`config.mk`:
```
export PLATFORM = sky130hd
export DESIGN_NAME = pc_redirect_unit
export DESIGN_NICKNAME = d
export VERILOG_FILES = /design/src/rtl/pc_pkg.sv /design/src/rtl/br_target_gen.sv /design/src/rtl/pc_redirect_unit.sv
export SDC_FILE = /design/constraint.sdc
export NUM_CORES = 1
export LEC_CHECK = 0
export CAP_MARGIN = 20
export CORE_MARGIN = 5
export CORE_UTILIZATION = 51
export DETAILED_ROUTE_END_ITERATION = 8
export GPL_ROUTABILITY_DRIVEN = 1
export PLACE_DENSITY = 0.79
export SKIP_LAST_GASP = 1
export SLEW_MARGIN = 20
export SYNTH_ARGS = -nofsm -noshare
export SYNTH_HDL_FRONTEND = slang
export SYNTH_SLANG_ARGS = --single-unit
```
`constraint.sdc`:
```
create_clock -name clk -period 4.05 [get_ports clk]
set_clock_uncertainty 0.2 [all_clocks]
set_input_delay 1.215 -clock clk [delete_from_list [all_inputs] [get_ports clk]]
set_output_delay 1.215 -clock clk [all_outputs]
set_load 0.05 [all_outputs]
```
`src/rtl/pc_pkg.sv`:
```
// Shared definitions for the fetch-side PC redirect unit: branch type
// encodings, redirect FSM states and default PC constants.
package pc_pkg;

  localparam logic [2:0] BR_BEQ  = 3'd0;
  localparam logic [2:0] BR_BNE  = 3'd1;
  localparam logic [2:0] BR_BGEZ = 3'd2;
  localparam logic [2:0] BR_BLTZ = 3'd3;
  localparam logic [2:0] BR_J    = 3'd4;
  localparam logic [2:0] BR_JR   = 3'd5;

  typedef enum logic {
    SEQ  = 1'b0,
    PEND = 1'b1
  } pc_state_t;

  localparam logic [31:0] RESET_PC_DEF = 32'h0000_3000;
  localparam logic [31:0] EXC_PC_DEF   = 32'h0000_4180;

endpackage

```
`src/rtl/br_target_gen.sv`:
```
// Combinational branch/jump condition and target computation for the
// instruction currently in ID. Resolution gating (stall, br_valid) is left
// to the caller so this block stays a pure function of its inputs.
module br_target_gen
  import pc_pkg::*;
(
  input  logic [2:0]  br_type,
  input  logic        zero,
  input  logic        nonneg,
  input  logic [31:0] pc_d,
  input  logic [15:0] imm16,
  input  logic [25:0] instr_index,
  input  logic [31:0] rs_data,
  output logic        cond,
  output logic [31:0] target
);

  logic [31:0] pc_d_plus4;
  logic [31:0] br_offset;
  logic        unused_rs_low;

  assign pc_d_plus4    = pc_d + 32'd4;
  assign br_offset     = {{14{imm16[15]}}, imm16, 2'b00};
  // JR targets are forced word-aligned, so the low rs bits are dropped.
  assign unused_rs_low = ^rs_data[1:0];

  // Condition and target selection by branch type; reserved types never take.
  always_comb begin
    cond   = 1'b0;
    target = pc_d_plus4 + br_offset;
    case (br_type)
      BR_BEQ:  cond = zero;
      BR_BNE:  cond = !zero;
      BR_BGEZ: cond = nonneg;
      BR_BLTZ: cond = !nonneg;
      BR_J: begin
        cond   = 1'b1;
        target = {pc_d_plus4[31:28], instr_index, 2'b00};
      end
      BR_JR: begin
        cond   = 1'b1;
        target = {rs_data[31:2], 2'b00};
      end
      default: cond = 1'b0;
    endcase
  end

endmodule

```
`src/rtl/pc_redirect_unit.sv`:
```
// Fetch PC register with MIPS single-delay-slot redirect. A redirect resolved
// while instruction memory is not ready is parked in pend_tgt and applied on
// the next fetch advance.
// Optional feature: PC_REDIRECT_EXC_VECTOR_EN adds exc_req, which forces the
// next fetch to EXC_PC regardless of stall, imem_ready or a pending redirect.
//
// state | meaning
// SEQ   | sequential fetch, redirects applied directly on fire
// PEND  | redirect captured in pend_tgt, waiting for fire
module pc_redirect_unit
  import pc_pkg::*;
#(
  parameter logic [31:0] RESET_PC = RESET_PC_DEF
`ifdef PC_REDIRECT_EXC_VECTOR_EN
  ,
  parameter logic [31:0] EXC_PC   = EXC_PC_DEF
`endif
) (
  input  logic        clk,
  input  logic        reset_n,
  input  logic        stall,
  input  logic        imem_ready,
  input  logic        br_valid,
  input  logic [2:0]  br_type,
  input  logic        zero,
  input  logic        nonneg,
  input  logic [31:0] pc_d,
  input  logic [15:0] imm16,
  input  logic [25:0] instr_index,
  input  logic [31:0] rs_data,
`ifdef PC_REDIRECT_EXC_VECTOR_EN
  input  logic        exc_req,
`endif
  output logic [31:0] pc_f,
  output logic        taken,
  output logic        pend
);

  pc_state_t   state_q, state_n;
  logic [31:0] pc_q, pc_n;
  logic [31:0] tgt_q, tgt_n;
  logic        cond;
  logic [31:0] target;
  logic        resolve;
  logic        fire;

  br_target_gen u_tgt (
    .br_type     (br_type),
    .zero        (zero),
    .nonneg      (nonneg),
    .pc_d        (pc_d),
    .imm16       (imm16),
    .instr_index (instr_index),
    .rs_data     (rs_data),
    .cond        (cond),
    .target      (target)
  );

  assign resolve = br_valid && !stall;
  assign fire    = imem_ready && !stall;
  assign taken   = resolve && cond;

  // State, PC and pending-target registers.
  always_ff @(posedge clk or negedge reset_n) begin
    if (!reset_n) begin
      state_q <= SEQ;
      pc_q    <= RESET_PC;
      tgt_q   <= 32'd0;
    end else begin
      state_q <= state_n;
      pc_q    <= pc_n;
      tgt_q   <= tgt_n;
    end
  end

  // Next PC / next state; the current pc_f is the delay slot and is always
  // fetched before any redirect takes effect.
  always_comb begin
    state_n = state_q;
    pc_n    = pc_q;
    tgt_n   = tgt_q;
    case (state_q)
      SEQ: begin
        if (fire) begin
          pc_n = taken ? target : pc_q + 32'd4;
        end else if (taken) begin
          tgt_n   = target;
          state_n = PEND;
        end
      end
      PEND: begin
        // ID holds a bubble here, so br_valid is ignored.
        if (fire) begin
          pc_n    = tgt_q;
          state_n = SEQ;
        end
      end
      default: state_n = SEQ;
    endcase
`ifdef PC_REDIRECT_EXC_VECTOR_EN
    if (exc_req) begin
      pc_n    = EXC_PC;
      state_n = SEQ;
    end
`endif
  end

  assign pc_f = pc_q;
  assign pend = (state_q == PEND);

`ifndef SYNTHESIS
  // A branch in ID while a redirect is pending means upstream broke the
  // bubble guarantee.
  a_no_branch_in_pend: assert property (
    @(posedge clk) disable iff (!reset_n) !(state_q == PEND && br_valid)
  );
`endif

endmodule

```
======== Word-level counts from Yosys, hierarchy flattened ========
Cells that the tools add are included.
operators by class
  add/subtract/negate cells ............... 3
  eq/ne operators ......................... 7
  multiplexer cells ....................... 10
  bitwise logic cells ..................... 2
  reduce and logical (&&, ||, !) cells .... 10
operators with widths
  kind                   number
  $pmux 32 s2            2
  $mux 32                3
  $add 32x3->32 const B  2
  $add 32x32->32         1
  $eq 3x2->1 const B     2
  $eq 3x3->1 const B     2
  $pmux 1 s5             1
  $eq 3x1->1 const B     1
  $logic_and 1x1->1      3
  $logic_not 1->1        3
  $logic_not 3->1        1
  $mux 1                 3
  $reduce_and 3->1       1
  $ne 2x1->1 const B     1
  $ne 2x2->1 const B     1
  $not 1->1              2
  $pmux 1 s2             1
  $reduce_and 2->1       1
  $reduce_or 2->1        1
word-level totals
  flip-flop bits (word level) ............. 65
  output and inout port bits .............. 34
  word-level logic and storage cells ...... 35

======== Longest topological paths before layout ========
  depth in word-level cells ............... 7
  depth in mapped cells ................... 17
  gate-level depth less buffers ........... 17

======== Cells and area by module ========
From an unflattened synthesis, not the netlist that was laid out.
second synthesis, totals
  cells, all modules ...................... 818
  area total of the unflattened synthesis .. 6582.6 µm²
modules (own cells, without submodules)
  module            instances  cells an instance  area an instance (µm²)  sequential area each (µm²)
  pc_redirect_unit  1          379                3607.2                  1629.1
  br_target_gen     1          439                2975.4                  0.0

======== Least setup slack after synthesis ========
OpenSTA, ideal clock, no wires.
  path kind ............................... input -> register
  start ................................... in pc_d[2]
  end ..................................... reg pc_q[29] (netlist: pc_f[29])
  library setup time ...................... 0.132 ns
  data arrival time ....................... 4.206 ns
  data required time ...................... 3.718 ns
  setup slack ............................. -0.488 ns
  stages .................................. 16
  path buffers ............................ 0
  cells stage by stage .................... ha_1 -> and4_1 -> and2_1 -> and3_1 -> nand3_1 -> xnor2_1 -> ha_1 -> and2_1 -> nand3_1 -> or2_2 -> a31oi_1 -> o21ai_0 -> o21ai_0 -> mux2_2 -> o31ai_1 -> a21oi_1
between the ends
  longest elaborated chain between the ends .. 6
ends and longest elaborated chain
  what                    RTL line                text
  start: declaration      pc_redirect_unit.sv:27  input logic [31:0] pc_d,
  $add 32x3->32 (*)       br_target_gen.sv:22     assign pc_d_plus4 = pc_d + 32'd4;
  $add 32x32->32          br_target_gen.sv:30     target = pc_d_plus4 + br_offset;
  $pmux 32 s2 (*)         br_target_gen.sv:31     case (br_type)
  $mux 32 (*)             pc_redirect_unit.sv:85  pc_n = taken ? target : pc_q + 32'd4;
  $mux 32 (*)             pc_redirect_unit.sv:84  if (fire) begin
  $pmux 32 s2 (*)         pc_redirect_unit.sv:82  case (state_q)
  end signal: assignment  pc_redirect_unit.sv:71  pc_q <= pc_n;
  end: declaration        pc_redirect_unit.sv:40  logic [31:0] pc_q, pc_n;
Every way passes the cells marked *; elsewhere a longest branch is shown, timed or not. The select of a mux whose other input is x is not followed.
A chain may end at the register's enable or synchronous reset.

======== Worst setup path after layout ========
  start ................................... in pc_d[3]
  end ..................................... reg pc_q[27] (netlist: pc_f[27])
between the ends
  longest elaborated chain between the ends .. 6
ends and longest elaborated chain
  what            RTL line
  $add 32x3->32   br_target_gen.sv:22
  $add 32x32->32  br_target_gen.sv:30
  $pmux 32 s2     br_target_gen.sv:31
  $mux 32         pc_redirect_unit.sv:85
  $mux 32         pc_redirect_unit.sv:84
  $pmux 32 s2     pc_redirect_unit.sv:82
Every way passes these cells. The select of a mux whose other input is x is not followed.

==> results.md <==
- Clock-pin slew on the worst setup and hold paths: 50 ps
- Site Rows: 40
- Largest family of logic cells by synthesized area: compound AO/OA/AOI/OAI gates
- Gr ovfl total: 0
- Worst Tran Pin Value: 816 ps
- Complex-gate fraction of the synthesized area: 24.4%
- CTS root buf: clkbuf_16
- Largest area contributor in the netlist: dfrtp_1
- Worst Setup Path Type: input pin to flip-flop
- PwrDens: 376 nW/um^2
- Die area: 14500 um^2
- DP Worst Slack: -1010 ps
- Drt pass-1 iters: 6
- Routability cong.: 0.917
- Post-synth top flop: dfrtp_1
- Wirelength per Cell: 17.9 um
- Status: finished, violations left
- Port-buffer cells: 147
- Crit-path max FO: 4
- Tmin final: 4170 ps
- Maximum vdd drop: 0.000223 V
- WL final: 22000 um
- Post-synth EDFFs: 0
- Sequential-to-total area share from yosys stat: 26.2%
- Gr usage total: 28.1%
- Slew margin rel.: 45.6%
- Largest net degree at the start of global routing: 46
- Worst hold path type: flip-flop to flip-flop
- Final core utilization: 81.1%
- Multiplexer area fraction after synthesis: 4.79%
- Post-synth ARST share: 100%
- Post-Synth XOR/XNOR Area: 10.4%
- First-pass GRT wire length: 33600 um
- Layout cells sized above 1: 27.5%
- Library cells used by synthesis: 69
- CTS max path bufs: 2
- Later-pin clock latency in the skew report: 340 ps
- Critical path arrival: 4170 ps
- CTS tree: built
- Cts bufs inserted: 9
- # diodes: 0
- Initial antenna violation count: 0
- # Max-Cap Violations: 0
- Inst Count DP: 1204
- Initial DRC count: 626
- Area Growth Syn to Fin: 56.2%
- Routed via count: 7372
- Most frequent cells in the layout: 156 x buf_4, 122 x clkdlybuf4s50_1, 109 x nand2_1, 70 x o21ai_0, 65 x nor2_1
- H-tree depth: 3
- Mapped Area: 6210 um^2
- FF-to-FF path depth: 9
- Fin. Hold Viols: 0
- Endpoint class of the critical path: flip-flop
- Commonest non-fill, non-tap cell in the layout: buf_4
- Fin cells: 1234
- Core Footprint: 12000 um^2
- Failing checks: setup timing
- Leak: 4.22 nW
- RSZ-0062 raised after global routing: true
- PnR worst setup slack: -118 ps
- Fmax: 240 MHz
- Tot Pwr: 0.00365 W
- Fin Hold WS: 272 ps
- Period utilization: 103%
- Synth top area share: 25.4%
- Horiz. Die Dim: 120 um
- Starting Density: 52.0%
- WP data required: 4050 ps
- Post-DR vias/cell: 5.97
- Filler cell count: 740
- Number of synthesized register bits: 65
- DRC viols: 0
- Worst Hold Depth: 2
- I/O Pins: 150
- DRT antenna net count: 0
- Mapped Cells: 804
- Number of global-route vias before repair: 6942
- Synth Area per Inst: 7.73 um^2
- Placed wire-length estimate: 15600 um
- Chip height: 120 um
- Slew Limit Fails: 0
- Critical path launch point type: input pin
- Nets: 1233
- Top post-synthesis cells by area: dfrtp_1 25%, o21ai_0 7.0%, ha_1 6.8%, nand2_1 6.7%, xnor2_1 6.3%
- Yosys Warn Count: 0
- Simple-gate portion of the synthesized area: 22.8%
- Syn_nets: 955
- Clock sinks: 65
- Synth Area in Adders: 7.17%
- Count of final setup violators: 9
==> flip-flops by register name, summed over array words and instances, names as in the netlist <==
name   cells
tgt_q     32
pc_f      32
pend       1
==> power breakdown <==
part | internal, W | leakage, nW | switching, W | total [W]
registers | 0.000854 | 0.788 | 0.000219 | 0.00107
clock network | 0.000491 | 0.144 | 0.000281 | 0.000772
logic | 0.000782 | 3.28 | 0.00102 | 0.00181
==> cell usage after synthesis (3+ instances only) <==
master	n
a211oi_1	10
a21o_1	12
a21o_2	3
a21oi_1	62
a221o_1	4
a221oi_1	12
a31oi_1	10
and2_1	5
and3_1	10
and4_1	11
buf_2	3
clkbuf_1	31
clkbuf_8	4
dfrtp_1	63
ha_1	34
inv_1	14
mux2_2	6
mux2i_1	23
nand2_1	111
nand2b_1	6
nand3_1	35
nand4_1	13
nor2_1	70
nor2b_1	6
nor3_1	16
o211ai_1	7
o21a_1	3
o21ai_0	87
o21ai_1	4
o31ai_1	5
or2_2	3
xnor2_1	45
xor2_1	29
==> critical path, cell delays in order <==
cell and delay (ps):
buf_8 80, ha_4 130, and4_4 200, and2_4 140, and3_4 220, nand3_4 100
xnor2_4 210, ha_4 250, a21oi_2 170, nor2b_1 80, o21ai_2 250, nand3_2 140
o211ai_1 320, nand2_1 130, xor2_1 180, a221oi_2 260, o21ai_1 110
==> repair_timing <==
item	CTS	global route
resized for setup	120	61
setup endpoints to repair	49	29
buffers inserted	9	6
hold buffers	0	0
pin swaps	66	45
==> final timing paths <==
check,startpoint,endpoint,slack [ps]
min reg2reg,tgt_q[30],tgt_q[30],270
max reg2reg,pc_f[3],pc_f[26],1310
max in group asynchronous,reset_n,tgt_q[26],2120
min in group asynchronous,reset_n,tgt_q[8],770
min,tgt_q[30],tgt_q[30],270
max,pc_d[3],pc_f[27],-120
==> per-stage QoR <==
step                      instance area, um^2  TNS [ps]
after floorplan                          6280      -794
after global placement                   8860    -31350
after detailed placement                 8860    -35670
final                                    9710      -537
after global routing                     9710     -2310
after CTS                                9380     -61.0
==> cell type report <==
cell class                 instances  area, um^2  share of cell area, %
clock inverter                     3        40.0                  0.413
tap                              147         184                   1.90
sequential                        65        1630                   16.8
timing repair buffer             309        2690                   27.7
multi-input combinational        683        4860                   50.1
clock buffer                      13         250                   2.58
inverter                          14        52.6                  0.541
==> logic make-up (layout without fill, tap and decap cells) <==
family	after synthesis	after routing
and+or+nand+nor	301	301
AOI/OAI and AO/OA	244	244
xor gates and xnor gates	74	74
DFF	65	65
buffers and inverters	56	339
adders and majority gates	35	35
muxes	29	29
==> layer usage <==
metal / global-route usage, % / part of all wire [%]
met1: 37.2 / 42
met3: 4.26 / 7.5
met2: 47.0 / 49
met4: 9.42 / 2.0
met5: 0 / 0
(Power assumes the default switching activity.)
